<file path="config.mk">
export PLATFORM = sky130hd
export DESIGN_NAME = radix_converter
export DESIGN_NICKNAME = d
export VERILOG_FILES = /design/src/rtl/radix_converter.sv
export SDC_FILE = /design/constraint.sdc
export NUM_CORES = 1
export LEC_CHECK = 0
export ABC_AREA = 1
export CELL_PAD_IN_SITES_DETAIL_PLACEMENT = 0
export CELL_PAD_IN_SITES_GLOBAL_PLACEMENT = 1
export CORE_MARGIN = 1.5
export CORE_UTILIZATION = 40
export CTS_CLUSTER_DIAMETER = 150
export DETAILED_ROUTE_END_ITERATION = 10
export GPL_TIMING_DRIVEN = 0
export PLACE_DENSITY = 0.78
export SLEW_MARGIN = 20
export SYNTH_ARGS = -nofsm -noshare
export SYNTH_HDL_FRONTEND = slang
export SYNTH_SLANG_ARGS = --single-unit
</file>
<file path="constraint.sdc">
create_clock -name clk -period 6.68 [get_ports clk]
set_input_delay 1.002 -clock clk [delete_from_list [all_inputs] [get_ports clk]]
set_output_delay 1.002 -clock clk [all_outputs]
set_load 0.05 [all_outputs]
</file>
<file path="src/rtl/radix_converter.sv">
// radix_converter: sequential number-to-digits converter with a run-time base.
// One restoring shift-subtract divider produces one quotient bit per cycle;
// each digit costs BIT_DEPTH divide cycles plus one STORE cycle.
// Optional feature macro: RADIX_SIGNED_EN (two's-complement input, magnitude
// conversion plus a negative flag). Without it the input is unsigned.
//
// Handshake: a request transfers on a rising clk edge where in_valid && in_ready;
// a result transfers on a rising edge where out_valid && out_ready. Once raised,
// out_valid and all result outputs stay stable until that transfer.
module radix_converter #(
    parameter int BIT_DEPTH   = 16,
    parameter int NUM_DIGITS  = 5,
    parameter int DIGIT_WIDTH = 4
) (
    input  logic                              clk,
    input  logic                              reset,
    input  logic                              in_valid,
    output logic                              in_ready,
    input  logic [BIT_DEPTH-1:0]              number,
    input  logic [DIGIT_WIDTH:0]              base,
    output logic                              out_valid,
    input  logic                              out_ready,
    output logic [NUM_DIGITS*DIGIT_WIDTH-1:0] digits,
    output logic [NUM_DIGITS-1:0]             blank,
    output logic                              overflow,
    output logic                              error,
    output logic                              negative
);

    localparam int CW = (BIT_DEPTH > 1) ? $clog2(BIT_DEPTH) : 1;
    localparam int IW = (NUM_DIGITS > 1) ? $clog2(NUM_DIGITS) : 1;
    localparam logic [CW-1:0]          CNT_LAST = CW'(BIT_DEPTH - 1);
    localparam logic [IW-1:0]          IDX_LAST = IW'(NUM_DIGITS - 1);
    localparam logic [DIGIT_WIDTH:0]   BASE_MIN = 2;
    localparam logic [DIGIT_WIDTH:0]   BASE_MAX = {1'b1, {DIGIT_WIDTH{1'b0}}};

    typedef enum logic [1:0] {
        S_IDLE  = 2'd0,
        S_DIV   = 2'd1,
        S_STORE = 2'd2,
        S_DONE  = 2'd3
    } state_t;

    state_t                              state_q, state_d;
    logic [BIT_DEPTH-1:0]                work_q, work_d;      // dividend, becomes quotient
    logic [DIGIT_WIDTH:0]                rem_q, rem_d;
    logic [DIGIT_WIDTH:0]                base_q, base_d;
    logic                                bad_q, bad_d;        // latched illegal-base flag
    logic [CW-1:0]                       bit_cnt_q, bit_cnt_d;
    logic [IW-1:0]                       idx_q, idx_d;
    logic [NUM_DIGITS*DIGIT_WIDTH-1:0]   wdig_q, wdig_d;      // digits of the request in flight
    logic [NUM_DIGITS*DIGIT_WIDTH-1:0]   digits_q, digits_d;
    logic [NUM_DIGITS-1:0]               blank_q, blank_d;
    logic                                overflow_q, overflow_d;
    logic                                error_q, error_d;
    logic                                out_valid_q, out_valid_d;

    logic [BIT_DEPTH-1:0]                magnitude;
    logic [DIGIT_WIDTH+1:0]              rem_sh;
    logic                                q_bit;
    logic [NUM_DIGITS-1:0]               blank_calc;
    logic                                hi_zero;
    logic                                accept;
    logic                                load_out;

    assign accept   = (state_q == S_IDLE) && in_valid;
    assign load_out = (state_q == S_DONE) && !out_valid_q;

`ifdef RADIX_SIGNED_EN
    logic neg_in_q, neg_in_d;
    logic negative_q, negative_d;

    // Magnitude of the two's-complement input; the most-negative value maps to 2^(BIT_DEPTH-1).
    assign magnitude = number[BIT_DEPTH-1] ? ((~number) + BIT_DEPTH'(1)) : number;

    // Sign is latched on accept and published with the other results (cleared on error).
    always_comb begin
        neg_in_d   = neg_in_q;
        negative_d = negative_q;
        if (accept)   neg_in_d   = number[BIT_DEPTH-1];
        if (load_out) negative_d = neg_in_q && !bad_q;
    end

    // Sign registers.
    always_ff @(posedge clk or posedge reset) begin
        if (reset) begin
            neg_in_q   <= 1'b0;
            negative_q <= 1'b0;
        end else begin
            neg_in_q   <= neg_in_d;
            negative_q <= negative_d;
        end
    end

    assign negative = negative_q;
`else
    assign magnitude = number;
    assign negative  = 1'b0;
`endif

    // One restoring-division step: shift in the next dividend bit, subtract base if it fits.
    assign rem_sh = {rem_q, work_q[BIT_DEPTH-1]};
    assign q_bit  = (rem_sh >= {1'b0, base_q});

    // Leading-zero mask: digit i is blank when it and every higher digit are zero; digit 0 never is.
    always_comb begin
        blank_calc = '0;
        hi_zero    = 1'b1;
        for (int i = NUM_DIGITS - 1; i >= 1; i--) begin
            hi_zero       = hi_zero && (wdig_q[i*DIGIT_WIDTH +: DIGIT_WIDTH] == '0);
            blank_calc[i] = hi_zero;
        end
    end

    // Next-state and datapath control.
    always_comb begin
        state_d     = state_q;
        work_d      = work_q;
        rem_d       = rem_q;
        base_d      = base_q;
        bad_d       = bad_q;
        bit_cnt_d   = bit_cnt_q;
        idx_d       = idx_q;
        wdig_d      = wdig_q;
        digits_d    = digits_q;
        blank_d     = blank_q;
        overflow_d  = overflow_q;
        error_d     = error_q;
        out_valid_d = out_valid_q;
        case (state_q)
            S_IDLE: begin
                if (in_valid) begin
                    work_d    = magnitude;
                    base_d    = base;
                    rem_d     = '0;
                    bit_cnt_d = '0;
                    idx_d     = '0;
                    bad_d     = (base < BASE_MIN) || (base > BASE_MAX);
                    state_d   = bad_d ? S_DONE : S_DIV;
                end
            end
            S_DIV: begin
                work_d    = {work_q[BIT_DEPTH-2:0], q_bit};
                rem_d     = q_bit ? (rem_sh[DIGIT_WIDTH:0] - base_q) : rem_sh[DIGIT_WIDTH:0];
                bit_cnt_d = bit_cnt_q + 1'b1;
                if (bit_cnt_q == CNT_LAST) state_d = S_STORE;
            end
            S_STORE: begin
                for (int i = 0; i < NUM_DIGITS; i++) begin
                    if (idx_q == IW'(i)) wdig_d[i*DIGIT_WIDTH +: DIGIT_WIDTH] = rem_q[DIGIT_WIDTH-1:0];
                end
                rem_d     = '0;
                bit_cnt_d = '0;
                idx_d     = idx_q + 1'b1;
                state_d   = (idx_q == IDX_LAST) ? S_DONE : S_DIV;
            end
            S_DONE: begin
                // First DONE cycle publishes results; later cycles wait for the consumer.
                if (!out_valid_q) begin
                    out_valid_d = 1'b1;
                    digits_d    = bad_q ? '0 : wdig_q;
                    blank_d     = bad_q ? '0 : blank_calc;
                    overflow_d  = !bad_q && (work_q != '0);
                    error_d     = bad_q;
                end else if (out_ready) begin
                    out_valid_d = 1'b0;
                    state_d     = S_IDLE;
                end
            end
            default: state_d = S_IDLE;
        endcase
    end

    // State and datapath registers; reset aborts any conversion in flight.
    always_ff @(posedge clk or posedge reset) begin
        if (reset) begin
            state_q     <= S_IDLE;
            work_q      <= '0;
            rem_q       <= '0;
            base_q      <= '0;
            bad_q       <= 1'b0;
            bit_cnt_q   <= '0;
            idx_q       <= '0;
            wdig_q      <= '0;
            digits_q    <= '0;
            blank_q     <= '0;
            overflow_q  <= 1'b0;
            error_q     <= 1'b0;
            out_valid_q <= 1'b0;
        end else begin
            state_q     <= state_d;
            work_q      <= work_d;
            rem_q       <= rem_d;
            base_q      <= base_d;
            bad_q       <= bad_d;
            bit_cnt_q   <= bit_cnt_d;
            idx_q       <= idx_d;
            wdig_q      <= wdig_d;
            digits_q    <= digits_d;
            blank_q     <= blank_d;
            overflow_q  <= overflow_d;
            error_q     <= error_d;
            out_valid_q <= out_valid_d;
        end
    end

    assign in_ready  = (state_q == S_IDLE);
    assign out_valid = out_valid_q;
    assign digits    = digits_q;
    assign blank     = blank_q;
    assign overflow  = overflow_q;
    assign error     = error_q;

endmodule

</file>
==> flow_summary.yaml <==
timing:
  timing_max_transition_violations_final: 0
  whs_ns: 0.4839
  fmax_mhz: 339.4
  relSlewSlack_pct: 66.46
  finalSetupViolations: 0
  hold_viol: 0
  clock_skew_ns: 0.01247
  grt_setup_unrepaired: "false"
  worst_pin_slew_ns: 0.5015
  tns_ns: 0
  min_period_over_period_pct: 44.11
  layout_min_cycle_time_ns: 2.947
cells_and_area:
  layout-drive-gt1-share_pct: 7.028
  antenna_cells: 0
  fin_nets: 530
  area_growth_pct: 23.71
floorplanning:
  die_height_um: 100.2
  rows: 35
  ios: 55
  start_util_pct: 41.09
  core_area_um2: 9196
  die_w_um: 100.2
  die-area_um2: 10040
placed_design:
  gp_congestion: 0.7802
  hpwl_um: 5877
  io_buffers: 52
pwr:
  powerDensity_nw_per_um2: 499.8
  p_int_w: 0.001274
  switchingPower_w: 0.001062
  pwr-share-comb_pct: 49.6
  ir_drop_uv: 170.9
  p_clk_share_pct: 15.7
  swShare_pct: 45.46
  total_leakage_power_nw: 2.239
  power_frac_seq_pct: 34.7
clock_tree:
  cts_resized: 0
  clockBufferDepth: 2
  cts_sinks: 83
  insertion_delay_ns: 0.35
  clockRootBuffer: "clkbuf_8"
  cts-buffers-inserted: 9
  post_cts_buffers: 0
  cts_tree: "done"
  ctsHoldBuffers: 0
  cts_max_level: 3
  clkSlewWorstSetupHoldPaths_ns: 0.08
synthesis:
  ys_types: 28
  syn_area_um2: 3779
  ys_seq_area_share_pct: 54.97
  synth_top_area_cell: "dfrtp_1"
  synth_top_cell_area_share_pct: 54.97
  ys_warn_count: 0
  synth_top_cells_by_area: "dfrtp_1, nand2_1, inv_1"
  ys_ff_latch: 83
  syn_inst: 428
  avgSynthCellArea_um2: 8.829
outcome:
  status: "completed"
routing:
  drt_iter0_drc: 86
  viasPerCell: 4.946
  via_count: 3012
  ant_nets: 0
  wl_per_cell_um: 13.15
  drc: 0
  drt-pass1-iter-count: 4
  wirelength_um: 8010
setup_path:
  crit_slowest_cell: "clkdlybuf4s50_1"
  path_cells: "nor2_2, clkdlybuf4s50_1"
  cp.arrival_ns: 1.94
  cp_max_fo: 6
  cpPeakStageDelay_ns: 0.87
  start_kind: "flop"
  crit_family: "buffers and inverters"
  worst-path-buf-inv: 1
  crit_type: "flop to primary output"
  end_kind: "primary output"
  rr_startpoint: "rem_q[0]$_DFFE_PP0P_"
  worstPathRequired_ns: 5.68
  startpoint: "state_q[0]$_DFFE_PP0P_"
run:
  maxCapViolCount: 0
global_routing:
  track_usage_pct: 17.17
  grt_max_degree: 52
  antenna_found_initial: 0
  grt_pass1_wl_um: 13390
  grt_pass1_vias: 2825
  overflow: 0
min_path:
  min-delay-start: "digits[14]$_DFFE_PP0P_"
  hp-class: "flop to flop"
==> flip-flops by register name, indices dropped and copies added (netlist names) <==
name and flops:
wdig_q 20, rem_q 5, out_valid 1, blank 4, bit_cnt_q 4, digits 20, error 1, base_q 5
state_q 2, idx_q 3, overflow 1, work_q 16, bad_q 1
==> cell families after synthesis <==
logic type                 share of synthesized area, %
DFF                                               54.97
xor gates and xnor gates                         0.2318
other                                           0.09924
adders and majority gates                         4.172
AOI/OAI and AO/OA                                 12.58
buffers and inverters                             7.384
and+or+nand+nor                                   20.56
==> cell type report <==
| type | instances | area, um^2 |
|---|---|---|
| clock inverters | 5 | 61.31 |
| inverters | 58 | 220.2 |
| well taps | 111 | 138.9 |
| clock buffers | 11 | 141.4 |
| multi-input cells | 276 | 1426 |
| fillers | 905 | 4522 |
| flip-flops and latches | 83 | 2077 |
| repair buffers | 53 | 548.0 |
| plain buffers | 12 | 61.31 |
==> synthesized netlist by cell type <==
master,number
nand3_1,27
nor2_1,22
nand4_1,7
nor2_8,1
a211oi_1,9
or2_2,2
nor3_1,9
o21ai_1,12
a21boi_1,1
a21oi_1,5
nor2_2,3
a22o_1,7
nor4_1,1
ha_1,11
nand2_1,107
conb_1,1
nand2_4,1
o22ai_1,1
buf_2,4
inv_2,4
clkbuf_1,5
fa_1,1
inv_1,54
o21ai_0,39
xor2_1,1
o211ai_1,7
buf_4,3
dfrtp_1,83
==> cell usage in the layout, fill, tap and decap left out, drive strengths merged <==
cell type,count
nand2,108
dfrtp,83
inv,59
clkdlybuf4s50,52
o21ai,51
nand3,27
nor2,26
clkbuf,16
ha,11
nor3,9
a211oi,9
buf,8
nand4,7
o211ai,7
a22o,7
a21oi,5
clkinvlp,3
or2,2
conb,2
o22ai,1
a21boi,1
nor4,1
xor2,1
fa,1
bufinv,1
==> worst reg2reg max path: stages, from the launching register on <==
cell and delay, ns:
dfrtp_1 0.41, inv_1 0.19, fa_1 0.49, inv_1 0.09
nand2_1 0.05, nand2_1 0.06, nand3_1 0.20, nand2_1 0.26
nand2_1 0.10, nand3_1 0.07, nand2_1 0.05
==> power groups by stage <==
stage	logic, W	registers [W]	clock network [W]
final	0.00116	0.000811	0.000367
after global routing	0.00129	0.000835	0.000395
after CTS	0.00117	0.000812	0.000378
after detailed placement	0.00116	0.000821	0
after global placement	0.00115	0.000816	0
after floorplan	0.000627	0.00102	0
==> worst paths after layout <==
| path | end | slack, ns | cells past startpoint |
|---|---|---|---|
| max in group asynchronous | work_q[8]$_DFFE_PP0P_ | 5.09 | 3 |
| max | in_ready | 3.73 | 2 |
| min in group asynchronous | digits[16]$_DFFE_PP0P_ | 1.00 | 2 |
| max reg2reg | rem_q[3]$_DFFE_PP0P_ | 4.60 | 10 |
| min | digits[14]$_DFFE_PP0P_ | 0.48 | 2 |
| min reg2reg | digits[14]$_DFFE_PP0P_ | 0.48 | 2 |
==> per-layer routing <==
layer | share of wire [%] | GRT usage [%]
met4 | 1.3 | 4.875
met1 | 49 | 23.18
met3 | 3.1 | 3.552
met5 | 0 | 0
met2 | 47 | 28.15
==> stage by stage <==
step                      area (um^2)  power [W]  utilization, %  setup WS (ns)  std cells
final                            4674   0.002336           50.83          3.733        609
after global routing             4674   0.002523           50.83          3.666        609
after CTS                        4674   0.002358           50.83          3.718        609
after detailed placement         4472   0.001985           48.63          4.115        593
after global placement           4442   0.001964           48.30          2.163        592
after floorplan                  3782   0.001645               -          3.541        429
No activity file was read; power rests on OpenSTA's default activity.
